**config.mk**
```make
export PLATFORM = sky130hd
export DESIGN_NAME = photon_pulse_counter
export DESIGN_NICKNAME = d
export VERILOG_FILES = /design/src/rtl/photon_pulse_counter.sv
export SDC_FILE = /design/constraint.sdc
export NUM_CORES = 1
export LEC_CHECK = 0
export BUFFER_PORTS_ARGS = -buffer_cell sky130_fd_sc_hd__buf_4
export CELL_PAD_IN_SITES_DETAIL_PLACEMENT = 0
export CELL_PAD_IN_SITES_GLOBAL_PLACEMENT = 2
export CORE_ASPECT_RATIO = 0.8
export CORE_MARGIN = 1
export CORE_UTILIZATION = 34
export DETAILED_ROUTE_END_ITERATION = 10
export PLACE_DENSITY_LB_ADDON = 0.1
export SYNTH_ARGS = -nofsm -noshare
export SYNTH_HDL_FRONTEND = slang
export SYNTH_SLANG_ARGS = --single-unit
```
**constraint.sdc**
```tcl
create_clock -name clk -period 2 [get_ports clk]
set_input_delay 0.3 -clock clk [delete_from_list [all_inputs] [get_ports clk]]
set_output_delay 0.3 -clock clk [all_outputs]
set_load 0.01 [all_outputs]
```
**src/rtl/photon_pulse_counter.sv**
```systemverilog
// Gated photon pulse counter: synchronizes and width-qualifies detector pulses,
// then reports one scaled, clipped count per gate window plus a running total.
module photon_pulse_counter #(
   parameter int unsigned GATE_CYCLES = 5_000_000,
   parameter int unsigned MIN_WIDTH   = 2,
   parameter int unsigned SCALE_SHIFT = 0,
   parameter int unsigned OUT_MAX     = 216
) (
   input  logic        clk,
   input  logic        rst_n,
   input  logic        en,
   input  logic        iPulse,
   output logic [15:0] oPulseCounter,
   output logic        oDataUpdate,
   output logic        oClipped,
   output logic        oWinOverflow,
   output logic [31:0] oTotalCount
);

   localparam int unsigned CNT_W  = 16;
   localparam int unsigned TOT_W  = 32;
   localparam int unsigned GATE_W = 32;
   localparam int unsigned WID_W  = 4;

   localparam logic [GATE_W-1:0] GATE_LAST = GATE_W'(GATE_CYCLES - 1);
   localparam logic [WID_W-1:0]  QUAL_AT   = WID_W'(MIN_WIDTH - 1);
   localparam logic [WID_W-1:0]  WID_MAX   = '1;
   localparam logic [CNT_W-1:0]  CLIP_MAX  = CNT_W'(OUT_MAX);
   localparam logic [CNT_W-1:0]  WIN_MAX   = '1;
   localparam logic [TOT_W-1:0]  TOT_MAX   = '1;

   logic              sync_q;
   logic              p_s;
   logic [WID_W-1:0]  width_q;
   logic [GATE_W-1:0] gate_q;
   logic [CNT_W-1:0]  win_q;
   logic              ovf_q;

   logic              qualify_c;
   logic              terminal_c;
   logic [CNT_W-1:0]  scaled_c;
   logic              clip_c;

   // Qualifies once per high level: the width counter saturates below wrap.
   assign qualify_c  = p_s && (width_q == QUAL_AT);
   assign terminal_c = (gate_q == GATE_LAST);
   assign scaled_c   = win_q >> SCALE_SHIFT;
   assign clip_c     = (scaled_c > CLIP_MAX);

   // Two-flop synchronizer, independent of en
   always_ff @(posedge clk or negedge rst_n) begin
      if (!rst_n) begin
         sync_q <= 1'b0;
         p_s    <= 1'b0;
      end else begin
         sync_q <= iPulse;
         p_s    <= sync_q;
      end
   end

   // Width counter of the synchronized high level
   always_ff @(posedge clk or negedge rst_n) begin
      if (!rst_n) begin
         width_q <= '0;
      end else if (!p_s) begin
         width_q <= '0;
      end else if (width_q != WID_MAX) begin
         width_q <= width_q + WID_W'(1);
      end
   end

   // Gate window timer, held at zero while disabled
   always_ff @(posedge clk or negedge rst_n) begin
      if (!rst_n) begin
         gate_q <= '0;
      end else if (!en || terminal_c) begin
         gate_q <= '0;
      end else begin
         gate_q <= gate_q + GATE_W'(1);
      end
   end

   // Window count; a pulse on the terminal cycle opens the next window at 1
   always_ff @(posedge clk or negedge rst_n) begin
      if (!rst_n) begin
         win_q <= '0;
         ovf_q <= 1'b0;
      end else if (terminal_c) begin
         win_q <= CNT_W'(en && qualify_c);
         ovf_q <= 1'b0;
      end else if (!en) begin
         win_q <= '0;
         ovf_q <= 1'b0;
      end else if (qualify_c) begin
         if (win_q == WIN_MAX) begin
            ovf_q <= 1'b1;
         end else begin
            win_q <= win_q + CNT_W'(1);
         end
      end
   end

   // Result registers, updated together with the strobe
   always_ff @(posedge clk or negedge rst_n) begin
      if (!rst_n) begin
         oPulseCounter <= '0;
         oDataUpdate   <= 1'b0;
         oClipped      <= 1'b0;
         oWinOverflow  <= 1'b0;
      end else begin
         oDataUpdate <= terminal_c;
         if (terminal_c) begin
            oPulseCounter <= clip_c ? CLIP_MAX : scaled_c;
            oClipped      <= clip_c;
            oWinOverflow  <= ovf_q;
         end
      end
   end

   // Saturating diagnostic total of enabled qualified pulses
   always_ff @(posedge clk or negedge rst_n) begin
      if (!rst_n) begin
         oTotalCount <= '0;
      end else if (en && qualify_c && (oTotalCount != TOT_MAX)) begin
         oTotalCount <= oTotalCount + TOT_W'(1);
      end
   end

endmodule

```
After elaboration in Yosys (flattened, before gate mapping)
Index checks and enable logic that the tools add are counted.
Operators by class
  $add $sub $neg: 4
  $mul: 0
  divide/modulo/power cells: 0
  order comparisons: 1
  equal/unequal tests: 9
  shifts and indexed selects: 0
  mux-type cells: 12
  bitwise operators: 0
  reduce and logical (&&, ||, !) cells: 7
Operators by type and width (number)
  $mux 16: 5
  $add 32x1->32 const B: 2
  $eq 32x23->1 const B: 1
  $mux 32: 1
  $ne 32x32->1 const B: 1
  $add 16x1->16 const B: 1
  $eq 16x16->1 const B: 1
  $gt 16x8->1 const B: 1
  $mux 4: 2
  $ne 3x1->1 const B: 2
  $add 4x1->4 const B: 1
  $eq 4x1->1 const B: 1
  $mux 1: 4
  $ne 4x4->1 const B: 1
  $reduce_and 2->1: 2
  $logic_and 1x1->1: 3
  $ne 3x3->1 const B: 1
  $ne 2x1->1 const B: 1
  $logic_not 1->1: 1
  $logic_or 1x1->1: 1
Word-level totals
  bits in registers: 106
  latch bits: 0
  bits in writable memories: 0
  bits in read-only memories: 0
  output and inout bits: 51
  logic and storage cells: 44
  memories kept: 0

Logic depth before layout (Yosys ltp)
Gate-level depths: netlist of run 1.
  depth after elaboration: 5
  depth in mapped cells: 8
  gate-level depth less buffers: 7

Worst setup path after synthesis of run 1
OpenSTA, ideal clock, no wires.
  path type: register to register
  from: register oTotalCount[0]
  to: register oTotalCount[30]
  data arrival time: 1840 ps
  path slack: 80 ps
  stages on the path, launching flop included: 7
  path buffers: 0
  period minus slack after synthesis: 1920 ps
  cell sequence: dfrtp_1 > ha_1 > and3_2 > nand4_4 > or4_4 > nor2_2 > xnor2_1
On the way
  longest elaborated chain between the ends: 2
  elaborated cells between the ends (all ways): 3
  classes of those cells: 1 x add/sub; 1 x eq/ne; 1 x reduce/logical
RTL lines
  start, declared: RTL line 17  | output logic [31:0] oTotalCount
  start signal, assigned: RTL line 125  | oTotalCount <= oTotalCount + TOT_W'(1);
  parallel branches: the longest is 2 deep, another holds $add 32x1->32
Several ways; the timed one is not identified.
A chain may end at the register's enable or synchronous reset.

Worst setup path in the final report of run 1
  from: register gate_q[7]
  to: register gate_q[29]
On the way
  longest elaborated chain between the ends: 3
  elaborated cells between the ends (all ways): 4
  classes of those cells: 1 x add/sub; 1 x eq/ne; 1 x mux; 1 x reduce/logical
RTL lines
  start, declared: RTL line 35  | logic [GATE_W-1:0] gate_q;
  start signal, assigned: RTL line 79  | gate_q <= gate_q + GATE_W'(1);
  parallel branches: the longest is 2 deep, another holds $add 32x1->32
  $mux 32 *: RTL line 76  | end else if (!en || terminal_c) begin
Mark *: on every way between the ends.

==> results of run 1 <==
-- what timing repair did --
| action | in CTS | in global routing |
|---|---|---|
| hold buffers | 1 | 0 |
| endpoints found under the setup margin | 0 | 10 |
| hold endpoints to repair | 36 | 0 |
| gates resized for setup | 0 | 10 |
| setup buffers | 0 | 1 |
-- how the worst min path moves through the flow --
| stage | from | end | cells after the start |
|---|---|---|---|
| 2_1_floorplan | rst_n | gate_q[0]$_DFF_PN0_ | 0 |
| 3_3_place_gp | rst_n | gate_q[11]$_DFF_PN0_ | 1 |
| 3_5_place_dp | rst_n | gate_q[14]$_DFF_PN0_ | 1 |
| 4_1_cts | iPulse | sync_q$_DFF_PN0_ | 1 |
| 5_1_grt | iPulse | sync_q$_DFF_PN0_ | 1 |
| 6_report | iPulse | sync_q$_DFF_PN0_ | 1 |
-- cell families after synthesis --
family / Yosys count / share of synthesized area, %
flops: 106 / 51.95
fa+ha+maj: 6 / 1.470
buf+inv: 30 / 3.210
simple gates: 234 / 25.83
xor+xnor: 69 / 11.84
mux: 5 / 1.029
compound gates: 38 / 4.681
-- cells in the mapped netlist (2+ instances only) --
master	instances
a211o_1	2
buf_4	3
nor2b_1	8
inv_1	17
nor2_1	62
nand3_1	41
buf_2	2
nor2_2	2
nor4_1	13
nand2_1	23
nor4b_1	4
buf_6	5
and2_1	4
xor2_1	33
xnor2_1	36
clkbuf_1	3
a21oi_1	10
a31oi_1	7
dfrtp_1	106
nand2b_1	2
and4_1	13
mux2_2	2
and3_1	11
ha_1	6
a211oi_1	5
nand4_1	29
or3_1	3
o21ai_0	8
o2111ai_1	2
nor3_1	8
mux2i_1	3
-- critical path, delay by kind of cell, from the launching register on --
kind	cells	cell delay (ns)
and+or+nand+nor	4	1.17
DFF	1	0.48
xor gates and xnor gates	1	0.17
-- layer usage --
layer / up-vias / part of all wire [%]
li1: 1921 / -
met1: 1936 / 52
met2: 72 / 43
met3: 10 / 4.2
met4: 0 / 1.3
met5: - / 0
-- sequential cells by signal, indices dropped and copies added, names as in the netlist --
signal         count
gate_q            32
oTotalCount       32
oPulseCounter     16
scaled_c          16
width_q            4
oClipped           1
oDataUpdate        1
oWinOverflow       1
ovf_q              1
p_s                1
sync_q             1
-- where the power goes --
part           internal [W]  switching, W
clock               0.00104      0.000801
combinational      0.000171      0.000206
sequential          0.00219     0.0000407
total               0.00340       0.00105
-- per-stage QoR --
step,setup slack [ns],utilization [%],total power [W],cell area (µm²),cells
floorplan,0.07964,-,0.002425,5106,488
global placement,0.09178,41.40,0.002642,6000,754
detailed placement,0.04654,41.40,0.002649,6000,754
CTS,0.02118,43.56,0.004526,6312,770
global route,0.008229,43.94,0.004642,6367,771
finish,0.07571,43.94,0.004449,6367,771
-- layout make-up --
cell class / count / area share [%]
clock buffer: 12 / 4.028
clock inverter: 3 / 0.7271
inverter: 17 / 1.002
multi-input combinational: 352 / 36.71
sequential: 106 / 41.66
tap: 184 / 3.616
timing repair buffer: 97 / 12.26
==> out/metrics.csv, run 1 <==
stage;metric;value;unit
logic_synthesis;post-synth net total;498;
setup_path;critical path capture point type;flip-flop;
logic_synthesis;synthesis warning total;0;
setup_path;FF-to-FF End;gate_q[29]$_DFF_PN0_;
logic_synthesis;Post-synth EDFFs;0;
sta;Final Setup Violations;0;
cells_and_area;diode count;0;
cells_and_area;Final nets;593;
global_routing;grt ovf;0;
clock_tree;CTS buffer count;9;
floorplan;core region area;14490;µm²
job;Max Cap Viol;0;
worst_hold_path;Hold Crit Class;primary input to flip-flop;
setup_path;worst-path cell chain;and4_1, nand4_1, nor4b_1, xnor2_1, nor2_1;
logic_synthesis;top post-synthesis cells by area;dfrtp_1 52%, xnor2_1 6.2%, xor2_1 5.7%;
global_routing;GR met3 Demand/Resource;4.000;%
logic_synthesis;Distinct cells, synth;46;
setup_path;crit path to;gate_q[29]$_DFF_PN0_;
route;Iter 0 DRT Violations;214;
logic_synthesis;synthesized area per cell;10.46;µm²
logic_synthesis;Synth top area share;51.95;%
floorplan;Die Wd;139.0;µm
logic_synthesis;register bit count reported by yosys;106;
route;post-route ant nets;0;
place;GP Congestion;0.7751;
cells_and_area;leading cell type in the layout, fill and taps excluded;dfrtp_1;
sta;actual slew at the worst max-slew pin;0.5800;ns
global_routing;largest net degree at the start of global routing;40;
sta;Final Skew;0.01105;ns
cells_and_area;Area Growth Syn to Fin;24.70;%
sta;fmax;519.7;MHz
clock_tree;H-tree depth;3;
clock_tree;Clk Latency, worst-skew pair;0.35;ns
setup_path;worst-path fanout max;6;
setup_path;crit path launch type;flip-flop;
global_routing;vias in the first global route;3917;
sta;Final TNS setup;0;ns
floorplan;die area;15520;µm²
global_routing;Global Route met1 Usage;23.85;%
power;LEAKAGE;2.872;nW
run_status;status;complete, but fails checks;
clock_tree;CTS Buffer Depth;2;
logic_synthesis;Mapped Area;5106;µm²
setup_path;r2r setup slk;0.08;ns
sta;Worst slew margin;61.33;%
logic_synthesis;asr flop ratio synth;100.0;%
place;buffers added on ports;54;
setup_path;Crit Path Category;flip-flop to flip-flop;
setup_path;r2r worst-path depth;5;
global_routing;busiest grt layer;met2;
route;# DRC;3;
sta;fin crit period;1.924;ns
clock_tree;clk sinks;106;
global_routing;gr usage total;16.67;%
sta;final worst path period share;96.21;%
clock_tree;root buffer cell;clkbuf_16;
logic_synthesis;top_reg_cell synth;dfrtp_1;
route;via/cell ratio;5.109;
route;drt pass-1 iters;7;
sta;hold slack final;0.05651;ns
setup_path;WP data arrival;2.16;ns
floorplan;num ports;55;
logic_synthesis;Yosys top cell by area;dfrtp_1;
logic_synthesis;Cells after Synth;488;
global_routing;met2 Resource Use GR;24.51;%
cells_and_area;fillers;1399;
floorplan;row cnt;39;
setup_path;Worst Path Required;2.24;ns
logic_synthesis;proportion of synthesized chip area in sequential cells;51.95;%
cells_and_area;layout cell share with drive strength beyond 1;22.66;%
sta;RSZ-0062 raised after global routing;no;
route;drt wl/cell;15.63;µm
setup_path;RR Startpoint;gate_q[7]$_DFF_PN0_;
cells_and_area;FF/Latch Area;2653;µm²
power;Max VDD drop;0.4082;mV
sta;Fin. Hold Viols;0;
floorplan;Die Y;111.6;µm
route;via count;3939;
setup_path;Worst Setup SP;gate_q[7]$_DFF_PN0_;
setup_path;CP max-delay cell;nor4b_1;
place;DP Wirelength;8.519;mm
cells_and_area;area occupied by multi-input gates;2337;µm²
route;detailed-route wire length;12.05;mm
setup_path;CP peak stage delay;0.51;ns
power;Pwr per Cell Area;698.7;nW/µm²
clock_tree;CTS tree;done;
floorplan;Starting Density;35.23;%
cells_and_area;most frequent cells in the layout;106 x dfrtp_1, 92 x buf_4, 62 x nor2_1;
run_status;failing checks;design-rule violations;
clock_tree;Reg clk slew, reported paths;0.07;ns
sta;Final Slew Violations;0;
global_routing;first-pass GRT wire length;20.29;mm
global_routing;initial antenna violation count;0;
No activity file was read; power rests on OpenSTA's default activity.
==> run 2: changes to the inputs <==
--- a/config.mk
+++ b/config.mk
@@ -12,7 +12,7 @@
 export CORE_MARGIN = 1
 export CORE_UTILIZATION = 34
 export DETAILED_ROUTE_END_ITERATION = 10
-export PLACE_DENSITY_LB_ADDON = 0.1
+export PLACE_DENSITY = 0.83
 export SYNTH_ARGS = -nofsm -noshare
 export SYNTH_HDL_FRONTEND = slang
 export SYNTH_SLANG_ARGS = --single-unit
==> run 2 against run 1 <==
Against the previous run:
- critical path depth is 1 higher
- global-route usage is 0.83 points lower
- utilization is 0.10 points lower
- combinational power hardly changed
- setup slack better by 0.035 ns
- maximum frequency is 1.9% higher
- critical endpoint is now scaled_c[14]$_DFFE_PN0P_
- cell area is 0.24% lower
- sequential power hardly changed
- the run still ends with design-rule violations left
- count of clock-buffer cells in the layout is 1 higher
==> out/metrics.csv, run 2 (same netlist as run 1, synthesis figures left out) <==
stage;metric;value;unit;change
power;Max VDD drop;0.6005;mV;was 0.4082 mV
route;post-route ant nets;0;;unchanged
route;drt pass-1 iters;10;;was 7
clock_tree;CTS tree;done;;unchanged
cells_and_area;most frequent cells in the layout;105 x dfrtp_1, 86 x buf_4, 62 x nor2_1;;was 106 x dfrtp_1, 92 x buf_4, 62 x nor2_1
sta;Final Skew;0.01104;ns;was 0.01105 ns
clock_tree;Clk Latency, worst-skew pair;0.36;ns;was 0.35 ns
setup_path;crit path launch type;flip-flop;;unchanged
clock_tree;clk sinks;106;;unchanged
floorplan;Starting Density;35.23;%;unchanged
cells_and_area;Area Growth Syn to Fin;24.41;%;was 24.70%
place;DP Wirelength;8.181;mm;was 8.519 mm
cells_and_area;Final Util;43.83;%;was 43.94%
route;# DRC;4;;was 3
floorplan;core region area;14490;µm²;unchanged
setup_path;worst path bufs/invs;1;;was 0
job;Max Cap Viol;0;;unchanged
setup_path;worst-path fanout max;28;;was 6
run_status;status;complete, but fails checks;;unchanged
sta;actual slew at the worst max-slew pin;0.5161;ns;was 0.5800 ns
setup_path;CP peak stage delay;0.47;ns;was 0.51 ns
global_routing;grt ovf;0;;unchanged
power;LEAKAGE;2.843;nW;was 2.872 nW
floorplan;Die Y;111.6;µm;unchanged
power;Pwr per Cell Area;682.2;nW/µm²;was 698.7 nW/µm²
global_routing;vias in the first global route;3899;;was 3917
setup_path;Crit Path Category;flip-flop to flip-flop;;unchanged
run_status;failing checks;design-rule violations;;unchanged
clock_tree;root buffer cell;clkbuf_16;;unchanged
floorplan;Die Wd;139.0;µm;unchanged
route;via count;3923;;was 3939
power;total power;0.004333;W;was 0.004449 W
cells_and_area;cell area after layout;6352;µm²;was 6367 µm²
sta;RSZ-0062 raised after global routing;no;;unchanged
global_routing;gr usage total;15.84;%;was 16.67%
sta;fin crit period;1.889;ns;was 1.924 ns
clock_tree;Reg clk slew, reported paths;0.07;ns;about the same
floorplan;num ports;55;;unchanged
cells_and_area;fillers;1392;;was 1399
global_routing;largest net degree at the start of global routing;54;;was 40
sta;Final Slew Violations;0;;unchanged
route;drt wl/cell;14.98;µm;was 15.63 µm
clock_tree;CTS Buffer Depth;2;;unchanged
cells_and_area;leading cell type in the layout, fill and taps excluded;dfrtp_1;;unchanged
place;Placement Cell Area;5929;µm²;was 6000 µm²
route;via/cell ratio;5.121;;was 5.109
sta;final worst path period share;94.46;%;was 96.21%
clock_tree;H-tree depth;3;;unchanged
cells_and_area;Final nets;587;;was 593
setup_path;critical path capture point type;flip-flop;;unchanged
worst_hold_path;Hold Crit Class;primary input to flip-flop;;unchanged
sta;Worst slew margin;65.59;%;was 61.33%
floorplan;row cnt;39;;unchanged
setup_path;worst-path cell chain;nor4_2, nand3_2, nor4_4, nand2b_1, buf_12, nor3_1;;was and4_1, nand4_1, nor4b_1, xnor2_1, nor2_1
setup_path;CP max-delay cell;dfrtp_1;;was nor4b_1
place;buffers added on ports;54;;unchanged
route;detailed-route wire length;11.48;mm;was 12.05 mm
cells_and_area;layout cell share with drive strength beyond 1;23.20;%;was 22.66%
sta;Final Setup Violations;0;;unchanged
setup_path;Worst Path Required;2.24;ns;about the same
setup_path;WP data arrival;2.13;ns;was 2.16 ns
clock_tree;CTS buffer count;9;;unchanged
route;Iter 0 DRT Violations;177;;was 214
setup_path;Top delay family on crit path;simple AND/OR/NAND/NOR gates;;unchanged
global_routing;initial antenna violation count;0;;unchanged
cells_and_area;diode count;0;;unchanged
floorplan;die area;15520;µm²;unchanged
global_routing;first-pass GRT wire length;19.49;mm;was 20.29 mm
sta;Fin. Hold Viols;0;;unchanged
place;GP Congestion;0.8143;;was 0.7751
cells_and_area;top flop regs;gate_q x32, oTotalCount x32;;unchanged
sta;fmax;529.3;MHz;was 519.7 MHz
-- run 2: routing by layer --
| metal | up-vias | GRT usage, % | routed length [µm] |
|---|---|---|---|
| met1 | 1922 | 22.10 | 5812 |
| li1 | 1912 | - | - |
| met5 | - | 0 | 0 |
| met3 | 11 | 4.989 | 449 |
| met2 | 78 | 23.40 | 5074 |
| met4 | 0 | 4.889 | 142 |
-- run 2: power by group --
group | internal, W | switching (W) | total [W]
sequential | 0.00219 | 0.0000374 | 0.00223
clock | 0.000950 | 0.000779 | 0.00173
combinational | 0.000173 | 0.000202 | 0.000375
total | 0.00332 | 0.00102 | 0.00433
-- run 2: final timing paths --
| check | startpoint | to | slack (ns) | cells past startpoint |
|---|---|---|---|---|
| worst max-delay path | gate_q[6]$_DFF_PN0_ | scaled_c[14]$_DFFE_PN0P_ | 0.11 | 6 |
| worst min-delay path | iPulse | sync_q$_DFF_PN0_ | 0.05 | 1 |
| worst max register to register | gate_q[6]$_DFF_PN0_ | scaled_c[14]$_DFFE_PN0P_ | 0.11 | 6 |
| worst min register to register | sync_q$_DFF_PN0_ | p_s$_DFF_PN0_ | 0.36 | 0 |
| max in group asynchronous | rst_n | width_q[1]$_DFFE_PN0P_ | 0.86 | 3 |
| min in group asynchronous | rst_n | scaled_c[6]$_DFFE_PN0P_ | 0.48 | 2 |
-- run 2: stage by stage --
step / setup WS (ns) / hold slack [ns] / TNS (ns) / instances
after floorplan: 0.07964 / 0.004409 / 0 / 488
after global placement: 0.009180 / 0.3087 / 0 / 748
after detailed placement: -0.06469 / 0.3157 / -0.1894 / 748
after CTS: 0.01205 / 0.03493 / 0 / 765
after global routing: 0.01015 / 0.03259 / 0 / 766
final: 0.1108 / 0.05118 / 0 / 766
-- run 2: final cells by class --
cell class | count | area [µm²] | area share [%]
clock buffer | 13 | 270.3 | 4.254
clock inverter | 3 | 22.52 | 0.3545
inverter | 17 | 63.81 | 1.005
multi-input combinational | 352 | 2394 | 37.68
sequential | 106 | 2654 | 41.78
tap | 184 | 230.2 | 3.624
timing repair buffer | 91 | 718.2 | 11.31
-- run 2: timing repair --
item,CTS,global route
endpoints found under the setup margin,48,43
hold buffers,1,0
buffers inserted,0,1
pin swaps,0,4
resized for setup,1,19
hold endpoints to repair,37,0
-- run 2: worst register-to-register path, cell delays in order, from the launching register on --
cell and delay, ns:
dfrtp_1 0.47, nor4_2 0.33, nand3_2 0.13, nor4_4 0.32
nand2b_1 0.24, buf_12 0.21, nor3_1 0.08
==> run 3: changes to the inputs <==
--- a/config.mk
+++ b/config.mk
@@ -13,6 +13,7 @@
 export CORE_UTILIZATION = 34
 export DETAILED_ROUTE_END_ITERATION = 10
 export PLACE_DENSITY = 0.83
+export RECOVER_POWER = 25
 export SYNTH_ARGS = -nofsm -noshare
 export SYNTH_HDL_FRONTEND = slang
 export SYNTH_SLANG_ARGS = --single-unit
==> run 3 against run 2 <==
Against the previous run:
- the flow now finishes without violations
- utilization down 0.53 points
- setup slack about the same
- wire length grew 0.38%
- first-iteration DRC count grew 4.5%
- die area stayed put
- non-clock buffer count is the same
- critical endpoint is now scaled_c[11]$_DFFE_PN0P_
- largest cell class unchanged
==> out/metrics.csv, run 3 (same netlist as run 1, synthesis figures left out) <==
stage;metric;value;unit;change
run_status;status;finished clean;;was complete, but fails checks
power;LEAKAGE;2.761;nW;was 2.843 nW
setup_path;RR Startpoint;gate_q[6]$_DFF_PN0_;;unchanged
sta;RSZ-0062 raised after global routing;no;;unchanged
floorplan;row cnt;39;;unchanged
global_routing;largest net degree at the start of global routing;54;;unchanged
setup_path;FF-to-FF End;scaled_c[11]$_DFFE_PN0P_;;was scaled_c[14]$_DFFE_PN0P_
cells_and_area;layout cell share with drive strength beyond 1;19.93;%;was 23.20%
cells_and_area;top flop regs;gate_q x32, oTotalCount x32;;unchanged
clock_tree;Reg clk slew, reported paths;0.07;ns;about the same
sta;Final Slew Violations;0;;unchanged
sta;Final Skew;0.01098;ns;was 0.01104 ns
floorplan;Die Wd;139.0;µm;unchanged
place;DP Wirelength;8.181;mm;unchanged
route;Iter 0 DRT Violations;185;;was 177
clock_tree;H-tree depth;3;;unchanged
power;Max VDD drop;0.6005;mV;about the same
sta;fmax;529.4;MHz;was 529.3 MHz
setup_path;crit path to;scaled_c[11]$_DFFE_PN0P_;;was scaled_c[14]$_DFFE_PN0P_
global_routing;first-pass GRT wire length;19.49;mm;unchanged
cells_and_area;Area Growth Syn to Fin;22.91;%;was 24.41%
cells_and_area;most frequent cells in the layout;105 x dfrtp_1, 64 x buf_4, 62 x nor2_1;;was 105 x dfrtp_1, 86 x buf_4, 62 x nor2_1
route;post-route ant nets;0;;unchanged
global_routing;vias in the first global route;3899;;unchanged
global_routing;gr usage total;15.84;%;unchanged
sta;Worst slew margin;33.01;%;was 65.59%
global_routing;initial antenna violation count;0;;unchanged
route;detailed-route wire length;11.52;mm;was 11.48 mm
setup_path;Worst Path Required;2.24;ns;about the same
setup_path;r2r setup slk;0.11;ns;about the same
cells_and_area;diode count;0;;unchanged
power;Pwr per Cell Area;690.1;nW/µm²;was 682.2 nW/µm²
route;drt wl/cell;15.04;µm;was 14.98 µm
cells_and_area;fillers;1409;;was 1392
floorplan;num ports;55;;unchanged
setup_path;Worst Setup SP;gate_q[6]$_DFF_PN0_;;unchanged
place;GP Congestion;0.8143;;unchanged
route;via/cell ratio;5.125;;was 5.121
cells_and_area;FF/Latch Area;2654;µm²;unchanged
setup_path;worst-path fanout max;11;;was 28
clock_tree;CTS buffer count;9;;unchanged
route;drt pass-1 iters;6;;was 10
floorplan;die area;15520;µm²;unchanged
sta;final worst path period share;94.44;%;was 94.46%
sta;actual slew at the worst max-slew pin;1.005;ns;was 0.5161 ns
floorplan;Die Y;111.6;µm;unchanged
clock_tree;clk sinks;106;;unchanged
clock_tree;CTS Buffer Depth;2;;unchanged
setup_path;Crit Path Category;flip-flop to flip-flop;;unchanged
route;via count;3926;;was 3923
cells_and_area;area occupied by multi-input gates;2394;µm²;unchanged
sta;Final Setup Violations;0;;unchanged
job;Max Cap Viol;0;;unchanged
floorplan;core region area;14490;µm²;unchanged
floorplan;Starting Density;35.23;%;unchanged
cells_and_area;Final nets;587;;unchanged
place;DP Cell Count;748;;unchanged
place;buffers added on ports;54;;unchanged
sta;hold slack final;0.07280;ns;was 0.05118 ns
setup_path;crit path launch type;flip-flop;;unchanged
setup_path;r2r worst-path depth;6;;unchanged
route;# DRC;0;;was 4
clock_tree;CTS tree;done;;unchanged
worst_hold_path;Hold Crit Class;primary input to flip-flop;;unchanged
cells_and_area;Layout Cells excl Fill;766;;unchanged
sta;Fin. Hold Viols;0;;unchanged
global_routing;grt ovf;0;;unchanged
clock_tree;root buffer cell;clkbuf_16;;unchanged
sta;fin crit period;1.889;ns;about the same
setup_path;critical path capture point type;flip-flop;;unchanged
setup_path;WP data arrival;2.13;ns;about the same
clock_tree;Clk Latency, worst-skew pair;0.36;ns;about the same
cells_and_area;leading cell type in the layout, fill and taps excluded;dfrtp_1;;unchanged
==> run 3: changes by cell type in the layout (fill, tap and decap cells not counted) <==
cell / delta
and2_0: +1
buf_4: -22
and2_1: -1
clkbuf_1: +19
clkbuf_4: +1
clkbuf_2: +2
==> run 3: layout make-up <==
type                       instances  area share [%]
clock buffer                      13           4.306
inverter                          17           1.017
tap                              184           3.668
sequential                       106           42.28
multi-input combinational        352           38.14
clock inverter                     3          0.3589
timing repair buffer              91           10.23
==> run 3: critical path: stages (launching register included) <==
cell and delay, ns:
dfrtp_1 0.47, nor4_2 0.33, nand3_2 0.13, nor4_4 0.32
nand2b_1 0.24, buf_4 0.22, nor3_1 0.07
==> run 3: where the power goes <==
group / total (W) / internal [W] / leakage (nW) / switching, W
sequential: 0.00223 / 0.00219 / 1.45 / 0.0000373
combinational: 0.000374 / 0.000171 / 1.16 / 0.000203
clock: 0.00173 / 0.000950 / 0.146 / 0.000778
==> run 3: through the flow <==
step	cell area (µm²)	setup TNS (ns)	power (W)	worst slack [ns]	utilization (%)
2_1_floorplan	5106	0	0.002425	0.07964	-
3_3_place_gp	5929	0	0.002640	0.009180	40.91
3_5_place_dp	5929	-0.1894	0.002650	-0.06469	40.91
4_1_cts	6238	0	0.004415	0.01205	43.05
5_1_grt	6276	0	0.004529	0.01015	43.30
6_report	6276	0	0.004331	0.1112	43.30
==> run 3: per-layer routing <==
layer	wire length, µm	vias up	global-route usage [%]
li1	-	1913	-
met1	5885	1920	22.10
met2	5060	80	23.40
met3	430	13	4.989
met4	145	0	4.889
met5	0	-	0
==> run 3: worst min path at each step <==
stage                       from  cells past startpoint  slack, ns                            end
final                     iPulse                      1       0.07               sync_q$_DFF_PN0_
after global routing      iPulse                      1       0.06               sync_q$_DFF_PN0_
after CTS                 iPulse                      1       0.03               sync_q$_DFF_PN0_
after detailed placement   rst_n                      1       0.32  oPulseCounter[14]$_DFFE_PN0N_
after global placement     rst_n                      1       0.31  oPulseCounter[15]$_DFFE_PN0N_
after floorplan            rst_n                      0      0.004            gate_q[0]$_DFF_PN0_
==> run 3: timing repair <==
| action | in CTS | in global routing |
|---|---|---|
| hold endpoints to repair | 37 | 0 |
| gates resized for setup | 1 | 19 |
| pin swaps | 0 | 4 |
| buffers inserted | 0 | 1 |
| hold buffers | 1 | 0 |
| setup endpoints to repair | 48 | 43 |
